### src/rtl/vending_pkg.sv
// Shared encodings for the vending controller: FSM states, status codes
// and coin values in nickel units.
package vending_pkg;

    typedef enum logic [2:0] {
        ST_ACCEPT   = 3'd0,
        ST_DISPENSE = 3'd1,
        ST_CHANGE   = 3'd2,
        ST_ERROR    = 3'd3,
        ST_RESTOCK  = 3'd4
    } state_t;

    typedef enum logic [2:0] {
        STAT_IDLE     = 3'd0,
        STAT_CREDIT   = 3'd1,
        STAT_DISPENSE = 3'd2,
        STAT_CHANGE   = 3'd3,
        STAT_SOLD_OUT = 3'd4,
        STAT_NO_FUNDS = 3'd5,
        STAT_BAD_SEL  = 3'd6,
        STAT_RESTOCK  = 3'd7
    } status_t;

    localparam int NICKEL  = 1;
    localparam int DIME    = 2;
    localparam int QUARTER = 5;

endpackage

### src/rtl/inventory_bank.sv
// Per-item stock counters: decrement one item, load all items with a value,
// read one item by index and flag the empty ones.
module inventory_bank
    import vending_pkg::*;
#(
    parameter int NUM_ITEMS  = 4,
    parameter int SEL_W      = 2,
    parameter int STOCK_W    = 3,
    parameter int STOCK_INIT = 3
) (
    input  logic                 clk,
    input  logic                 rst_n,
    input  logic                 i_dec,
    input  logic [SEL_W-1:0]     i_dec_idx,
    input  logic                 i_load,
    input  logic [STOCK_W-1:0]   i_load_val,
    input  logic [SEL_W-1:0]     i_rd_idx,
    output logic [STOCK_W-1:0]   o_rd_stock,
    output logic [NUM_ITEMS-1:0] o_sold_out
);

    logic [STOCK_W-1:0] r_stock [NUM_ITEMS];

    // Counter update: load-all has priority over a decrement; an empty counter never wraps.
    always_ff @(posedge clk or negedge rst_n) begin
        if (!rst_n) begin
            for (int i = 0; i < NUM_ITEMS; i++) r_stock[i] <= STOCK_W'(STOCK_INIT);
        end else if (i_load) begin
            for (int i = 0; i < NUM_ITEMS; i++) r_stock[i] <= i_load_val;
        end else if (i_dec) begin
            for (int i = 0; i < NUM_ITEMS; i++) begin
                if (int'(i_dec_idx) == i && r_stock[i] != '0) r_stock[i] <= r_stock[i] - 1'b1;
            end
        end
    end

    // Indexed read (out-of-range index reads as empty) and the empty flags.
    always_comb begin
        o_rd_stock = '0;
        o_sold_out = '0;
        for (int i = 0; i < NUM_ITEMS; i++) begin
            if (int'(i_rd_idx) == i) o_rd_stock = r_stock[i];
            o_sold_out[i] = (r_stock[i] == '0);
        end
    end

endmodule

### src/rtl/vending_core.sv
// N-item vending controller: credit accumulation with a ceiling, purchase
// checks, timed dispense, greedy coin-by-coin change and restock mode.
//
// state       | meaning
// ST_ACCEPT   | taking coins, waiting for confirm/cancel/restock
// ST_DISPENSE | driving the one-hot vend output for DISP_TICKS ticks
// ST_CHANGE   | returning credit one coin per tick, largest first
// ST_ERROR    | showing a purchase error for ERR_TICKS ticks, coins still taken
// ST_RESTOCK  | stock reloaded to STOCK_MAX, waiting for restock to drop
module vending_core
    import vending_pkg::*;
#(
    parameter int                            NUM_ITEMS  = 4,
    parameter int                            SEL_W      = 2,
    parameter int                            CREDIT_W   = 6,
    parameter logic [NUM_ITEMS*CREDIT_W-1:0] PRICES     = {6'd7, 6'd5, 6'd4, 6'd3},
    parameter int                            MAX_CREDIT = 20,
    parameter int                            STOCK_W    = 3,
    parameter int                            STOCK_INIT = 3,
    parameter int                            STOCK_MAX  = 7,
    parameter int                            DISP_TICKS = 2,
    parameter int                            ERR_TICKS  = 2
) (
    input  logic                 clk,
    input  logic                 rst_n,
    input  logic                 i_tick,
    input  logic                 i_coin_nickel,
    input  logic                 i_coin_dime,
    input  logic                 i_coin_quarter,
    input  logic                 i_btn_confirm,
    input  logic                 i_btn_cancel,
    input  logic [SEL_W-1:0]     i_item_sel,
    input  logic                 i_restock,
    output logic [CREDIT_W-1:0]  o_credit,
    output logic [NUM_ITEMS-1:0] o_dispense,
    output logic                 o_change_nickel,
    output logic                 o_change_dime,
    output logic                 o_change_quarter,
    output logic                 o_coin_reject,
    output logic [2:0]           o_status,
    output logic [NUM_ITEMS-1:0] o_sold_out,
    output logic                 o_busy
);

    localparam int TICK_MAX = (DISP_TICKS > ERR_TICKS) ? DISP_TICKS : ERR_TICKS;
    localparam int TICK_W   = $clog2(TICK_MAX + 1);

    state_t              r_state, w_state_nxt;
    status_t             r_err, w_err_nxt;
    logic [CREDIT_W-1:0] r_credit, w_credit_nxt;
    logic [TICK_W-1:0]   r_cnt, w_cnt_nxt;
    logic [SEL_W-1:0]    r_sel, w_sel_nxt;
    logic                r_chg_n, r_chg_d, r_chg_q, w_chg_n, w_chg_d, w_chg_q;
    logic                r_coin_reject, w_coin_reject;
    logic [1:0]          r_rej_pend, w_rej_pend, w_rej_new, w_rej_low, w_coin_cnt;
    logic [2:0]          w_rej_total, w_rej_left;
    logic [CREDIT_W-1:0] w_coin_val, w_price;
    logic [CREDIT_W:0]   w_sum;
    logic                w_coin_any, w_coin_fits, w_sel_ok, w_dec, w_load;
    logic [STOCK_W-1:0]  w_stock;

    inventory_bank #(
        .NUM_ITEMS  (NUM_ITEMS),
        .SEL_W      (SEL_W),
        .STOCK_W    (STOCK_W),
        .STOCK_INIT (STOCK_INIT)
    ) u_inv (
        .clk        (clk),
        .rst_n      (rst_n),
        .i_dec      (w_dec),
        .i_dec_idx  (i_item_sel),
        .i_load     (w_load),
        .i_load_val (STOCK_W'(STOCK_MAX)),
        .i_rd_idx   (i_item_sel),
        .o_rd_stock (w_stock),
        .o_sold_out (o_sold_out)
    );

    assign w_coin_any  = i_coin_quarter | i_coin_dime | i_coin_nickel;
    assign w_coin_cnt  = {1'b0, i_coin_quarter} + {1'b0, i_coin_dime} + {1'b0, i_coin_nickel};
    assign w_sum       = {1'b0, r_credit} + {1'b0, w_coin_val};
    assign w_coin_fits = (w_sum <= (CREDIT_W+1)'(MAX_CREDIT));
    assign w_sel_ok    = (int'(i_item_sel) < NUM_ITEMS);

    // Coin priority decode (quarter > dime > nickel) and price lookup for the selection.
    always_comb begin
        w_coin_val = '0;
        w_rej_low  = '0;
        if (i_coin_quarter) begin
            w_coin_val = CREDIT_W'(QUARTER);
            w_rej_low  = {1'b0, i_coin_dime} + {1'b0, i_coin_nickel};
        end else if (i_coin_dime) begin
            w_coin_val = CREDIT_W'(DIME);
            w_rej_low  = {1'b0, i_coin_nickel};
        end else if (i_coin_nickel) begin
            w_coin_val = CREDIT_W'(NICKEL);
        end
        w_price = '0;
        for (int i = 0; i < NUM_ITEMS; i++) begin
            if (int'(i_item_sel) == i) w_price = PRICES[i*CREDIT_W +: CREDIT_W];
        end
    end

    // Next-state, credit, timer and change-pulse decisions.
    always_comb begin
        w_state_nxt  = r_state;
        w_credit_nxt = r_credit;
        w_cnt_nxt    = r_cnt;
        w_sel_nxt    = r_sel;
        w_err_nxt    = r_err;
        w_dec        = 1'b0;
        w_load       = 1'b0;
        w_chg_n      = 1'b0;
        w_chg_d      = 1'b0;
        w_chg_q      = 1'b0;
        w_rej_new    = '0;
        case (r_state)
            ST_ACCEPT, ST_ERROR: begin
                if (w_coin_any) begin
                    w_rej_new = w_rej_low + (w_coin_fits ? 2'd0 : 2'd1);
                    if (w_coin_fits) w_credit_nxt = w_sum[CREDIT_W-1:0];
                end
                if (r_state == ST_ERROR) begin
                    if (i_tick) begin
                        if (r_cnt <= TICK_W'(1)) w_state_nxt = ST_ACCEPT;
                        else w_cnt_nxt = r_cnt - 1'b1;
                    end
                end else if (!w_coin_any) begin
                    if (i_restock && r_credit == '0) begin
                        w_state_nxt = ST_RESTOCK;
                        w_load      = 1'b1;
                    end else if (i_btn_cancel) begin
                        if (r_credit != '0) w_state_nxt = ST_CHANGE;
                    end else if (i_btn_confirm) begin
                        w_cnt_nxt = TICK_W'(ERR_TICKS);
                        if (!w_sel_ok) begin
                            w_state_nxt = ST_ERROR;
                            w_err_nxt   = STAT_BAD_SEL;
                        end else if (w_stock == '0) begin
                            w_state_nxt = ST_ERROR;
                            w_err_nxt   = STAT_SOLD_OUT;
                        end else if (r_credit < w_price) begin
                            w_state_nxt = ST_ERROR;
                            w_err_nxt   = STAT_NO_FUNDS;
                        end else begin
                            w_state_nxt  = ST_DISPENSE;
                            w_credit_nxt = r_credit - w_price;
                            w_dec        = 1'b1;
                            w_sel_nxt    = i_item_sel;
                            w_cnt_nxt    = TICK_W'(DISP_TICKS);
                        end
                    end
                end
            end
            ST_DISPENSE: begin
                w_rej_new = w_coin_cnt;
                if (i_tick) begin
                    if (r_cnt <= TICK_W'(1)) w_state_nxt = (r_credit != '0) ? ST_CHANGE : ST_ACCEPT;
                    else w_cnt_nxt = r_cnt - 1'b1;
                end
            end
            ST_CHANGE: begin
                w_rej_new = w_coin_cnt;
                if (r_credit == '0) begin
                    w_state_nxt = ST_ACCEPT;
                end else if (i_tick) begin
                    if (r_credit >= CREDIT_W'(QUARTER)) begin
                        w_chg_q      = 1'b1;
                        w_credit_nxt = r_credit - CREDIT_W'(QUARTER);
                    end else if (r_credit >= CREDIT_W'(DIME)) begin
                        w_chg_d      = 1'b1;
                        w_credit_nxt = r_credit - CREDIT_W'(DIME);
                    end else begin
                        w_chg_n      = 1'b1;
                        w_credit_nxt = r_credit - CREDIT_W'(NICKEL);
                    end
                    if (w_credit_nxt == '0) w_state_nxt = ST_ACCEPT;
                end
            end
            ST_RESTOCK: begin
                w_rej_new = w_coin_cnt;
                if (!i_restock) w_state_nxt = ST_ACCEPT;
            end
            default: w_state_nxt = ST_ACCEPT;
        endcase
    end

    // Several refused coins in one cycle become separate reject pulses with a gap between them.
    always_comb begin
        w_rej_total   = {1'b0, r_rej_pend} + {1'b0, w_rej_new};
        w_rej_left    = w_rej_total;
        w_coin_reject = 1'b0;
        if (!r_coin_reject && w_rej_total != 3'd0) begin
            w_coin_reject = 1'b1;
            w_rej_left    = w_rej_total - 3'd1;
        end
        w_rej_pend = (w_rej_left > 3'd3) ? 2'd3 : w_rej_left[1:0];
    end

    // State register and registered datapath/pulse outputs.
    always_ff @(posedge clk or negedge rst_n) begin
        if (!rst_n) begin
            r_state       <= ST_ACCEPT;
            r_err         <= STAT_IDLE;
            r_credit      <= '0;
            r_cnt         <= '0;
            r_sel         <= '0;
            r_chg_n       <= 1'b0;
            r_chg_d       <= 1'b0;
            r_chg_q       <= 1'b0;
            r_coin_reject <= 1'b0;
            r_rej_pend    <= '0;
        end else begin
            r_state       <= w_state_nxt;
            r_err         <= w_err_nxt;
            r_credit      <= w_credit_nxt;
            r_cnt         <= w_cnt_nxt;
            r_sel         <= w_sel_nxt;
            r_chg_n       <= w_chg_n;
            r_chg_d       <= w_chg_d;
            r_chg_q       <= w_chg_q;
            r_coin_reject <= w_coin_reject;
            r_rej_pend    <= w_rej_pend;
        end
    end

    // Status, busy and vend output decoded from the registered state.
    always_comb begin
        o_status   = STAT_IDLE;
        o_busy     = 1'b0;
        o_dispense = '0;
        case (r_state)
            ST_ACCEPT:   o_status = (r_credit == '0) ? STAT_IDLE : STAT_CREDIT;
            ST_DISPENSE: begin
                o_status = STAT_DISPENSE;
                o_busy   = 1'b1;
                for (int i = 0; i < NUM_ITEMS; i++) o_dispense[i] = (int'(r_sel) == i);
            end
            ST_CHANGE: begin
                o_status = STAT_CHANGE;
                o_busy   = 1'b1;
            end
            ST_ERROR:    o_status = r_err;
            ST_RESTOCK: begin
                o_status = STAT_RESTOCK;
                o_busy   = 1'b1;
            end
            default:     o_status = STAT_IDLE;
        endcase
    end

    assign o_credit         = r_credit;
    assign o_change_nickel  = r_chg_n;
    assign o_change_dime    = r_chg_d;
    assign o_change_quarter = r_chg_q;
    assign o_coin_reject    = r_coin_reject;

endmodule
### config.mk
export PLATFORM = sky130hd
export DESIGN_NAME = vending_core
export DESIGN_NICKNAME = d
export VERILOG_FILES = /design/src/rtl/vending_pkg.sv /design/src/rtl/inventory_bank.sv /design/src/rtl/vending_core.sv
export SDC_FILE = /design/constraint.sdc
export NUM_CORES = 1
export LEC_CHECK = 0
export BUFFER_PORTS_ARGS = -buffer_cell sky130_fd_sc_hd__clkbuf_2
export CORE_MARGIN = 8
export CORE_UTILIZATION = 45
export DETAILED_ROUTE_END_ITERATION = 12
export GPL_TIMING_DRIVEN = 0
export HOLD_SLACK_MARGIN = 0.03
export PLACE_DENSITY_LB_ADDON = 0.15
export SKIP_CTS_REPAIR_TIMING = 1
export SLEW_MARGIN = 10
export SYNTH_ARGS = -nofsm -noshare
export SYNTH_HDL_FRONTEND = slang
export SYNTH_HIERARCHICAL = 1
export SYNTH_SLANG_ARGS = --single-unit
### constraint.sdc
create_clock -name clk -period 3.75 [get_ports clk]
set_input_delay 0.75 -clock clk [delete_from_list [all_inputs] [get_ports clk]]
set_output_delay 0.75 -clock clk [all_outputs]
set_load 0.03 [all_outputs]
# Yosys cells after proc, flatten, opt, wreduce, memory -nomap -nowiden
# Cells that the tools add are included.
dict set report totals {
  reg_bits 34
  input_bits 11
  elab_cells 211
  output_inout_bits 22
}
dict set report classes {
  n_eq_ne 25
  reduce_logical 42
  magnitude_cmp 6
  bitwise_logic 8
  mux 100
  addsub 16
}
# cell count
set op_table {}
lappend op_table {{$mux W6} 18}
lappend op_table {{$mux W3} 28}
lappend op_table {{$mux W1} 32}
lappend op_table {{$mux W2} 14}
lappend op_table {{$mux W12} 2}
lappend op_table {{$ne A3 B3 Y1 const B} 8}
lappend op_table {{$logic_not A3 Y1} 6}
lappend op_table {{$reduce_bool A2 Y1} 8}
lappend op_table {{$pmux W3 S5} 1}
lappend op_table {{$reduce_bool A3 Y1} 5}
lappend op_table {{$sub A3 B1 Y3 const B} 5}
lappend op_table {{$logic_not A6 Y1} 2}
lappend op_table {{$pmux W3 S4} 1}
lappend op_table {{$pmux W6 S2} 1}
lappend op_table {{$ne A2 B2 Y1 const B} 5}
lappend op_table {{$ne A5 B5 Y1 const B} 2}
lappend op_table {{$reduce_and A10 Y1} 1}
lappend op_table {{$eq A2 B2 Y1 const B} 4}
lappend op_table {{$pmux W2 S2} 2}
lappend op_table {{$reduce_and A2 Y1} 4}
lappend op_table {{$reduce_and A8 Y1} 1}
lappend op_table {{$add A6 B6 Y7} 1}
lappend op_table {{$le A7 B5 Y1 const B} 1}
lappend op_table {{$reduce_and A7 Y1} 1}
lappend op_table {{other kinds (28)} 44}

# Logic depth before layout (Yosys ltp)
# Gate-level depths: netlist (run 1).
dict set report logic_depth {
  ltp_word 16
  ltp_mapped 22
}

# Modules after synthesis
# The synthesis (run 1) kept the hierarchy.
# module area_per_inst_um2 cells_per_inst instances seq_area_each_um2
set by_module_without_submodules {}
lappend by_module_without_submodules {vending_core 2408.6 296 1 525.5}
lappend by_module_without_submodules {inventory_bank 874.6 88 1 310.3}

# Least setup slack after synthesis (run 1)
# Ideal clock, no wire load.
dict set report synth_timing {
  path_type {input -> register}
  start {input port i_coin_dime}
  end {register r_rej_pend[0]}
  t_arrival_ns 4.560
  path_stages 22
  path_slack_ns -0.892
  setup_time_ns 0.082
  path_buffers 0
  required_time_ns 3.668
  path_cell_list {inv_1 -> ha_1 -> or2_2 -> ha_1 -> inv_1 -> fa_1 -> nor2b_1 -> or4_1 -> a211o_1 -> nand2_1 -> nor2_1 -> ha_1 -> a22oi_1 -> o21ai_0 -> ha_1 -> fa_1 -> inv_1 -> ha_1 -> ha_1 -> nor2_1 -> nor3_1 -> a31oi_1}
}
dict set report synth_between {
  elab_chain_len 14
  word_cells_on_any_way 22
}
# element line_no
set synth_lines {}
lappend synth_lines {{start, declared} vending_core.sv:28} ;# input logic i_coin_dime,
lappend synth_lines {{$mux W6} vending_core.sv:92} ;# end else if (i_coin_dime) begin
lappend synth_lines {{$mux W6} vending_core.sv:89} ;# if (i_coin_quarter) begin
lappend synth_lines {{$add A6 B6 Y7} vending_core.sv:81} ;# assign w_sum = {1'b0, r_credit} + {1'b0, w_coin_val};
lappend synth_lines {{$le A7 B5 Y1} vending_core.sv:82} ;# assign w_coin_fits = (w_sum <= (CREDIT_W+1)'(MAX_CREDIT));
lappend synth_lines {{$mux W1} vending_core.sv:120} ;# w_rej_new = w_rej_low + (w_coin_fits ? 2'd0 : 2'd1);
lappend synth_lines {{$add A2 B1 Y2} vending_core.sv:120}
lappend synth_lines {{$mux W2} vending_core.sv:119} ;# if (w_coin_any) begin
lappend synth_lines {{$pmux W2 S2 *} vending_core.sv:117} ;# case (r_state)
lappend synth_lines {{$add A2 B2 Y3 *} vending_core.sv:190} ;# w_rej_total = {1'b0, r_rej_pend} + {1'b0, w_rej_new};
lappend synth_lines {{branches (longest 2 deep; another with $sub A3 B1 Y3)} --}
lappend synth_lines {{$mux W3 *} vending_core.sv:193} ;# if (!r_coin_reject && w_rej_total != 3'd0) begin
lappend synth_lines {{$gt A3 B2 Y1} vending_core.sv:197} ;# w_rej_pend = (w_rej_left > 3'd3) ? 2'd3 : w_rej_left[1:0];
lappend synth_lines {{$mux W2 *} vending_core.sv:197}
lappend synth_lines {{via w_rej_pend[0]} vending_core.sv:55} ;# logic [1:0] r_rej_pend, w_rej_pend, w_rej_new, w_rej_low, w_coin_cnt;
lappend synth_lines {{end signal, assigned} vending_core.sv:223} ;# r_rej_pend <= w_rej_pend;
lappend synth_lines {{end, declared} vending_core.sv:55}
# Mark *: on every way through the listed nets, which the timed path passes.
# A chain may end at the register's enable or synchronous reset.

# Final worst setup path (run 1)
dict set report layout_timing {
  start {input port i_coin_dime}
  end {register r_rej_pend[1]}
}
# The elaborated chain is that of the path after synthesis.

==> impl_metrics.py, run 1 <==
metrics = {
    "routing": {
        "viasPerCell": 5.82,
        "drc": 0,
        "drt_iter0_markers": 219,
        "routed_wl_um": 8810,
        "post_drt_wl_per_cell_um": 16.5,
        "firstDrtPassIters": 5,
        "ant_nets": 0,
        "vias": 3109,
    },
    "die": {
        "die_w_um": 101,
        "die_area_um2": 10300,
        "dieHeight_um": 101,
        "ios": 33,
        "rows": 31,
        "core-area_um2": 7180,
        "initial_utilization_pct": 45.8,
    },
    "yosys": {
        "synth_commonest_cells": "34 x nor2_1, 33 x inv_1, 31 x ha_1",
        "async_flop_share_pct": 100,
        "synthCells": 384,
        "post_synth.cell_area_avg_um2": 8.55,
        "yosys_most_used_dff": "dfrtp_1",
        "yosysMostFrequentCell": "nor2_1",
        "synth-seq-cells": 33,
        "seq_area_frac_synth_pct": 25.5,
        "yosysWarnings": 6,
        "synth_area_leader_cell": "dfrtp_1",
        "yosysUniqueCellTypes": 78,
        "synth.top_cell.area_share_pct": 19.1,
        "synth-edff-count": 0,
        "netlist_area_um2": 3280,
        "yosys-top-cells-area": "dfrtp_1 19%, ha_1 12%, dfstp_2 6.4%",
    },
    "power": {
        "power_frac_comb_pct": 69.3,
        "vdd_drop_max_mv": 0.505,
        "clock_power_share_pct": 11.1,
        "powerDensity_nw_per_um2": 825,
        "leakagePower_nw": 1.77,
        "p_sw_share_pct": 49.7,
        "power.switching_mw": 1.60,
        "seq_power_share_pct": 19.6,
        "intPower_mw": 1.62,
    },
    "sta": {
        "fin_tns_setup_ns": -1.69,
        "worstMarginPinSlew_ns": 0.905,
        "setup_viol_count_final": 3,
        "min_period_over_period_pct": 116,
        "drv_slew": 0,
        "fmax_mhz": 230,
        "period_needed_ns": 4.34,
        "finalWorstSetupSlack_ns": -0.594,
        "finClkSkew_ns": 0.00923,
        "rsz0062_at_grt": "true",
        "hold_violations": 0,
        "max_slew_margin_pct": 39.7,
    },
    "clock_network": {
        "cts.clk_slew.worst_paths_ns": 0.08,
        "numClockSinks": 33,
        "ctsLongestPathBuffers": 2,
        "clock_latency_ns": 0.29,
        "numCtsBuffers": 5,
        "cts_tree": "yes",
        "cts_root_buffer": "clkbuf_8",
        "htreeDepth": 2,
    },
    "setup_path": {
        "cp-start-kind": "input pin",
        "cp-end-kind": "flop",
        "critPathTopFamily": "adder cells",
        "crit_required_ns": 3.97,
        "crit_type": "in -> reg",
        "path_common_cell": "ha_4",
        "cp_cell_sequence": "buf_12 -> inv_8 -> ha_4 -> or2_4 -> ha_4 -> inv_2 -> fa_2 -> nor2b_4 -> or4_1 -> a211o_1 -> nand2_2 -> nor2_2 -> ha_1 -> a22oi_2 -> o21ai_1 -> ha_2 -> fa_1 -> inv_1 -> ha_2 -> ha_4 -> nor2_4 -> nor3_2 -> a31oi_1",
        "critPathMaxStageDelay_ns": 0.50,
        "crit_fanout": 5,
        "crit_slowest_cell": "fa_1",
        "cp_num_buf_inv": 4,
        "cp.arrival_ns": 4.56,
    },
    "placed_design": {
        "place_hpwl_um": 6520,
        "gp_congestion": 0.901,
        "port_buffers": 32,
    },
    "finish": {
        "syn_to_final_growth_pct": 19.0,
        "drive_gt1_share_pct": 25.3,
        "final_nets": 480,
        "fin_util_pct": 54.4,
        "antenna_cells": 0,
    },
    "grt": {
        "first_global_vias": 2894,
        "top_usage_layer": "met2",
        "gr-usage-met3_pct": 3.44,
        "grt_usage_pct": 17.7,
        "antenna_found_initial": 0,
        "grt_first_pass_wirelength_um": 14400,
        "met2_usage_pct": 27.2,
        "grt_max_degree": 34,
        "grt-ovfl-total": 0,
        "met1_usage_pct": 24.7,
    },
    "outcome": {
        "violations": "negative setup slack",
        "status": "finished, violations left",
    },
    "hold_path": {
        "hold_path.class": "reg -> reg",
    },
    "job": {
        "maxCapViolCount": 0,
    },
}
==> power by group through the flow <==
stage | logic, mW | clock network [mW] | registers [mW]
2_1_floorplan | 1.54 | 0 | 0.681
3_3_place_gp | 2.05 | 0 | 0.628
3_5_place_dp | 2.09 | 0 | 0.636
4_1_cts | 2.10 | 0.371 | 0.629
5_1_grt | 2.46 | 0.380 | 0.650
6_report | 2.23 | 0.358 | 0.632
==> cells in the final DEF (no fill, tap or decap), drive strengths merged, types with 6 or more instances in the layout <==
cell type  synthesis  routed
a211oi             7       7
a21o               6       6
a21oi             19      19
a31oi             13      13
buf                8      18
clkbuf             8      45
dfrtp             25      25
dfstp              8       8
ha                31      31
inv               34      34
nand2             24      24
nand2b             8       8
nand3              9       9
nor2              35      35
nor2b              6       6
nor3              12      12
o21ai             17      17
or3                6       6
==> routing by layer <==
metal	up-vias	wire, um
met5	-	0
met4	0	99
met3	11	642
met2	106	3820
met1	1468	4250
li1	1524	-
==> cells by family after synthesis <==
logic type	after synthesis	synth area share [%]
and+or+nand+nor	136	22.8
AOI/OAI and AO/OA	115	26.1
buffers and inverters	50	6.14
adders and majority gates	35	14.3
DFF	33	25.5
xor gates and xnor gates	8	2.13
muxes	6	2.97
other	1	0.114
==> cell type report <==
class / count / area [um2]
Fill cell: 673 / 3270
Multi-Input combinational cell: 304 / 2370
Sequential cell: 33 / 837
Timing Repair Buffer: 40 / 250
Inverter: 34 / 135
Tap cell: 99 / 124
Clock buffer: 7 / 86.3
Buffer: 16 / 73.8
Clock inverter: 1 / 30.0
==> worst paths after layout <==
kind                                          from                      end  slack (ns)  cells past startpoint
hold reg to reg               r_err[2]$_DFFE_PN0P_     r_err[2]$_DFFE_PN0P_        0.50                      1
hold / removal                r_err[2]$_DFFE_PN0P_     r_err[2]$_DFFE_PN0P_        0.50                      1
min in group asynchronous                    rst_n  o_credit[4]$_DFFE_PN0P_        0.58                      1
setup reg to reg           o_credit[1]$_DFFE_PN0P_  r_rej_pend[1]$_DFF_PN0_       -0.46                     18
setup / recovery                       i_coin_dime  r_rej_pend[1]$_DFF_PN0_       -0.59                     23
max in group asynchronous                    rst_n  o_credit[1]$_DFFE_PN0P_        2.56                      1
==> flip-flops by register name, summed over array words and instances, names as in the netlist <==
| register | flops |
|---|---|
| o_change_quarter | 1 |
| r_cnt | 2 |
| r_err | 2 |
| o_change_dime | 1 |
| r_rej_pend | 2 |
| o_coin_reject | 1 |
| o_change_nickel | 1 |
| r_state | 3 |
| r_sel | 2 |
| u_inv/r_stock | 12 |
| o_credit | 6 |
==> metrics by stage <==
stage          cell area, um2  instances  hold slack [ns]  setup WS [ns]  total power [mW]
3_3_place_gp             3660        518            0.461          -1.16              2.68
2_1_floorplan            3370        387            0.444         -0.722              2.22
6_report                 3910        534            0.500         -0.594              3.22
3_5_place_dp             3660        518            0.479          -1.20              2.72
5_1_grt                  3910        534            0.534         -0.784              3.49
4_1_cts                  3770        526            0.494         -0.898              3.10
No activity file was read; power rests on OpenSTA's default activity.
==> inputs of run 2 (changes only) <==
Settings changed: SYNTH_HIERARCHICAL 1 to unset.
==> impl_metrics.py, run 2 <==
metrics = {
    "power": {
        "vdd_drop_max_mv": 0.474,
        "p_sw_share_pct": 46.9,
        "intPower_mw": 1.23,
        "clock_power_share_pct": 15.1,
        "power_frac_comb_pct": 61.2,
        "power.switching_mw": 1.09,
        "leakagePower_nw": 1.58,
        "seq_power_share_pct": 23.7,
        "total_power_mw": 2.32,
        "powerDensity_nw_per_um2": 670,
    },
    "grt": {
        "gr-usage-met3_pct": 3.77,
        "top_usage_layer": "met2",
        "grt_usage_pct": 16.3,
        "met1_usage_pct": 20.7,
        "antenna_found_initial": 0,
        "grt_first_pass_wirelength_um": 12900,
        "grt_max_degree": 34,
        "grt-ovfl-total": 0,
        "first_global_vias": 2736,
        "met2_usage_pct": 27.0,
    },
    "yosys": {
        "synth_commonest_cells": "36 x inv_1, 36 x nand2_1, 34 x ha_1",
        "syn_nets": 403,
        "synth.top_cell.area_share_pct": 21.2,
        "yosysWarnings": 0,
        "synth-seq-cells": 33,
        "synth_area_leader_cell": "dfrtp_1",
        "synth-edff-count": 0,
        "async_flop_share_pct": 100,
        "netlist_area_um2": 2960,
        "post_synth.cell_area_avg_um2": 8.35,
        "seq_area_frac_synth_pct": 28.3,
        "yosysUniqueCellTypes": 63,
        "synthCells": 354,
        "yosys_most_used_dff": "dfrtp_1",
        "yosys-top-cells-area": "dfrtp_1 21%, ha_1 14%, dfstp_2 7.1%",
    },
    "setup_path": {
        "r2r_cells": 18,
        "r2r_start": "o_credit[0]$_DFFE_PN0P_",
        "cp-start-kind": "input pin",
        "crit_required_ns": 3.96,
        "crit_fanout": 5,
        "crit_type": "in -> reg",
        "reg2reg_slack_ns": -0.34,
        "rr_endpoint": "r_rej_pend[1]$_DFF_PN0_",
        "cp.arrival_ns": 4.45,
        "cp-end-kind": "flop",
    },
    "clock_network": {
        "htreeDepth": 2,
        "ctsLongestPathBuffers": 2,
        "cts_tree": "yes",
        "numClockSinks": 33,
        "clock_latency_ns": 0.29,
        "cts.clk_slew.worst_paths_ns": 0.07,
        "numCtsBuffers": 5,
        "cts_root_buffer": "clkbuf_8",
    },
    "placed_design": {
        "gp_congestion": 0.949,
        "postPlaceCellArea_um2": 3280,
        "place_hpwl_um": 5940,
        "port_buffers": 31,
    },
    "finish": {
        "design_area_um2": 3460,
        "drive_gt1_share_pct": 18.2,
        "regArea_um2": 837,
        "layout_common_cells": "36 x nand2_1, 34 x inv_1, 30 x clkbuf_2",
        "multi_input_area_um2": 2000,
        "syn_to_final_growth_pct": 17.0,
        "final_nets": 444,
        "antenna_cells": 0,
        "fin_util_pct": 54.5,
        "final_common_cell": "nand2_1",
        "n_fill_cell": 596,
        "largest_register": "u_inv.r_stock",
        "largest_reg_flops": 12,
    },
    "sta": {
        "setup_viol_count_final": 3,
        "fin_tns_setup_ns": -1.27,
        "hold_violations": 0,
        "rsz0062_at_grt": "true",
        "max_slew_margin_pct": 42.0,
        "min_period_over_period_pct": 113,
        "period_needed_ns": 4.24,
        "hold-worst-slack_ns": 0.463,
        "worstMarginPinSlew_ns": 0.869,
        "finClkSkew_ns": 0.00690,
        "finalWorstSetupSlack_ns": -0.492,
        "fmax_mhz": 236,
        "drv_slew": 0,
    },
    "outcome": {
        "status": "finished, violations left",
        "violations": "negative setup slack",
    },
    "routing": {
        "routed_wl_um": 7720,
        "post_drt_wl_per_cell_um": 16.3,
        "firstDrtPassIters": 5,
        "ant_nets": 0,
        "vias": 2739,
        "drt_iter0_markers": 180,
        "viasPerCell": 5.79,
        "drc": 0,
    },
    "die": {
        "rows": 29,
        "dieHeight_um": 97.0,
        "die_area_um2": 9420,
        "ios": 33,
        "die_w_um": 97.0,
        "core-area_um2": 6350,
        "initial_utilization_pct": 46.5,
    },
    "hold_path": {
        "hold_path_end": "r_err[2]$_DFFE_PN0P_",
        "hold_path.class": "reg -> reg",
        "hold_path_depth": 1,
        "hold_start": "r_err[2]$_DFFE_PN0P_",
    },
    "job": {
        "maxCapViolCount": 0,
    },
}
-- run 2: through the flow --
step / std cells / worst slack (ns)
detailed placement: 462 / -0.954
global placement: 462 / -0.919
CTS: 470 / -0.667
global route: 473 / -0.690
floorplan: 354 / -0.420
finish: 473 / -0.492
-- run 2: how the worst max path moves through the flow --
stage / from / to / cells after the start
finish: i_coin_dime / r_rej_pend[1]$_DFF_PN0_ / 22
global route: i_coin_dime / r_rej_pend[0]$_DFF_PN0_ / 22
CTS: i_coin_dime / r_rej_pend[0]$_DFF_PN0_ / 22
detailed placement: i_coin_dime / r_rej_pend[0]$_DFF_PN0_ / 22
global placement: i_coin_dime / r_rej_pend[0]$_DFF_PN0_ / 22
floorplan: i_coin_dime / r_rej_pend[0]$_DFF_PN0_ / 21
-- run 2: kinds of logic (layout without fill, tap and decap cells) --
group           count (synthesis)  after routing  share of synthesized area [%]
simple gates                  124            124                           20.7
compound gates                 90             90                           21.6
buf+inv                        52             94                           6.94
fa+ha+maj                      38             38                           17.1
flops                          33             33                           28.3
xor+xnor                       12             12                           3.56
mux                             5              5                           1.74
-- run 2: metal layers --
| metal | part of all wire [%] | vias to the layer above |
|---|---|---|
| met5 | 0 | - |
| met4 | 0.89 | 0 |
| met3 | 5.3 | 8 |
| met2 | 48 | 59 |
| met1 | 46 | 1323 |
| li1 | - | 1349 |
-- run 2: worst max-delay path, cell delays in order --
cell and delay (ns):
buf_12 0.12, inv_12 0.04, ha_4 0.11, or2_4 0.11, ha_4 0.12, inv_2 0.04, fa_2 0.54, nand2b_1 0.06
a32o_2 0.25, nor4_4 0.24, o21ai_1 0.12, ha_1 0.31, a22oi_2 0.14, o21ai_1 0.08, ha_2 0.19, fa_1 0.50
inv_1 0.05, ha_2 0.18, ha_4 0.16, nor2_4 0.15, nor3_1 0.06, a31oi_1 0.13
-- run 2: layout make-up --
type,instances,area share (%)
buffer,16,2.03
clock buffer,7,2.50
clock inverter,1,0.868
inverter,36,4.27
multi-input combinational,269,57.7
sequential,33,24.2
tap,77,2.79
timing repair buffer,34,5.64
-- run 2: power by group through the flow --
stage / registers [mW] / logic, mW / clock network, mW
after detailed placement: 0.553 / 1.35 / 0
final: 0.549 / 1.42 / 0.351
after floorplan: 0.610 / 0.950 / 0
after global routing: 0.561 / 1.57 / 0.376
after CTS: 0.547 / 1.36 / 0.360
after global placement: 0.550 / 1.32 / 0
==> inputs of run 3 (changes only) <==
Settings changed: CORE_ASPECT_RATIO set to 0.75.
==> impl_metrics.py, run 3 (synthesis gave the netlist of run 2 again) <==
metrics = {
    "outcome": {
        "status": "finished, violations left",
        "violations": "negative setup slack",
    },
    "finish": {
        "multi_input_area_um2": 1990,
        "regArea_um2": 837,
        "syn_to_final_growth_pct": 16.6,
        "antenna_cells": 0,
        "fin_cells": 479,
        "drive_gt1_share_pct": 18.6,
        "largest_register": "u_inv.r_stock",
        "final_common_cell": "nand2_1",
        "fin_util_pct": 54.5,
        "largest_reg_flops": 12,
        "layout_common_cells": "36 x nand2_1, 34 x inv_1, 30 x clkbuf_2",
        "n_fill_cell": 627,
        "final_nets": 446,
        "design_area_um2": 3450,
    },
    "placed_design": {
        "place_hpwl_um": 5970,
        "postPlaceCellArea_um2": 3290,
        "dp_worst_setup_slack_ns": -0.959,
        "dp.cells": 466,
        "port_buffers": 31,
        "gp_congestion": 0.872,
    },
    "sta": {
        "setup_viol_count_final": 3,
        "finalWorstSetupSlack_ns": -0.494,
        "min_period_over_period_pct": 113,
        "fmax_mhz": 236,
        "drv_slew": 0,
        "hold_violations": 0,
        "period_needed_ns": 4.24,
        "worstMarginPinSlew_ns": 0.882,
        "max_slew_margin_pct": 41.2,
        "finClkSkew_ns": 0.00631,
        "rsz0062_at_grt": "true",
        "hold-worst-slack_ns": 0.472,
    },
    "power": {
        "vdd_drop_max_mv": 0.361,
        "intPower_mw": 1.15,
        "power.switching_mw": 1.10,
        "seq_power_share_pct": 24.3,
        "power_frac_comb_pct": 63.6,
        "p_sw_share_pct": 48.9,
        "leakagePower_nw": 1.57,
        "clock_power_share_pct": 12.1,
        "powerDensity_nw_per_um2": 652,
    },
    "setup_path": {
        "cp_cell_sequence": "buf_12 -> inv_12 -> ha_4 -> or2_4 -> ha_4 -> inv_2 -> fa_2 -> nand2b_1 -> a32o_2 -> nor4_4 -> o21ai_2 -> ha_1 -> a22oi_1 -> o21ai_1 -> ha_2 -> fa_1 -> inv_1 -> ha_2 -> ha_4 -> nor2_4 -> nor3_1 -> a31oi_1",
        "path_common_cell": "ha_4",
        "critPathMaxStageDelay_ns": 0.53,
        "crit_required_ns": 3.97,
        "crit_type": "in -> reg",
        "cp-startpoint": "i_coin_dime",
        "r2r_start": "o_credit[1]$_DFFE_PN0P_",
        "crit_slowest_cell": "fa_2",
        "cp-end-kind": "flop",
        "cp.arrival_ns": 4.46,
        "crit_fanout": 5,
        "cp-start-kind": "input pin",
    },
    "die": {
        "die_w_um": 110,
        "dieHeight_um": 86.2,
        "core-area_um2": 6320,
        "ios": 33,
        "initial_utilization_pct": 46.8,
        "die_area_um2": 9440,
        "rows": 25,
    },
    "grt": {
        "first_global_vias": 2543,
        "grt_usage_pct": 17.0,
        "grt_max_degree": 34,
        "grt_first_pass_wirelength_um": 12800,
        "grt-ovfl-total": 0,
        "antenna_found_initial": 0,
    },
    "clock_network": {
        "clock_latency_ns": 0.29,
        "cts_root_buffer": "clkbuf_8",
        "cts_tree": "yes",
        "cts.clk_slew.worst_paths_ns": 0.08,
        "ctsLongestPathBuffers": 2,
        "numCtsBuffers": 5,
        "numClockSinks": 33,
        "htreeDepth": 2,
    },
    "routing": {
        "routed_wl_um": 7770,
        "firstDrtPassIters": 4,
        "ant_nets": 0,
        "drt_iter0_markers": 179,
        "post_drt_wl_per_cell_um": 16.2,
        "vias": 2714,
        "viasPerCell": 5.67,
        "drc": 0,
    },
    "job": {
        "maxCapViolCount": 0,
    },
    "hold_path": {
        "hold_path.class": "reg -> reg",
        "hold_start": "r_err[2]$_DFFE_PN0P_",
    },
}
[run 3: layout make-up]
type	count	area share [%]
Buffer	16	2.03
Clock buffer	5	2.00
Clock inverter	3	0.508
Inverter	36	4.28
Multi-Input combinational cell	269	57.7
Sequential cell	33	24.3
Tap cell	81	2.94
Timing Repair Buffer	36	6.21
[run 3: path summary, 6_finish.rpt]
check / slack [ns] / depth (start not counted) / end
hold reg to reg: 0.47 / 1 / r_err[2]$_DFFE_PN0P_
setup / recovery: -0.49 / 22 / r_rej_pend[1]$_DFF_PN0_
hold / removal: 0.47 / 1 / r_err[2]$_DFFE_PN0P_
max in group asynchronous: 2.58 / 1 / o_credit[1]$_DFFE_PN0P_
setup reg to reg: -0.34 / 17 / r_rej_pend[1]$_DFF_PN0_
min in group asynchronous: 0.57 / 1 / u_inv.r_stock[5]$_DFFE_PN0P_
[run 3: power by group through the flow]
stage	combinational, mW	sequential [mW]	clock, mW
final	1.43	0.547	0.272
after global routing	1.58	0.562	0.294
after CTS	1.35	0.548	0.281
after detailed placement	1.34	0.555	0
after global placement	1.32	0.553	0
after floorplan	0.950	0.610	0
[run 3: per-stage QoR]
step | power [mW] | setup TNS [ns]
after floorplan | 1.56 | -1.07
after global placement | 1.87 | -2.58
after detailed placement | 1.90 | -2.67
after CTS | 2.18 | -1.84
after global routing | 2.44 | -1.80
final | 2.25 | -1.37
[run 3: worst max-delay path, delay by kind of cell]
family	cells	cell delay, ns
buf+inv	4	0.24
compound gates	5	0.72
simple gates	5	0.65
fa+ha+maj	8	2.09
[run 3: metal layers]
layer | wire (um) | global-route usage [%] | part of all wire [%]
met4 | 91 | 4.40 | 1.2
met1 | 3960 | 25.2 | 51
met5 | 0 | 0 | 0
met2 | 3220 | 23.9 | 41
met3 | 494 | 3.78 | 6.4
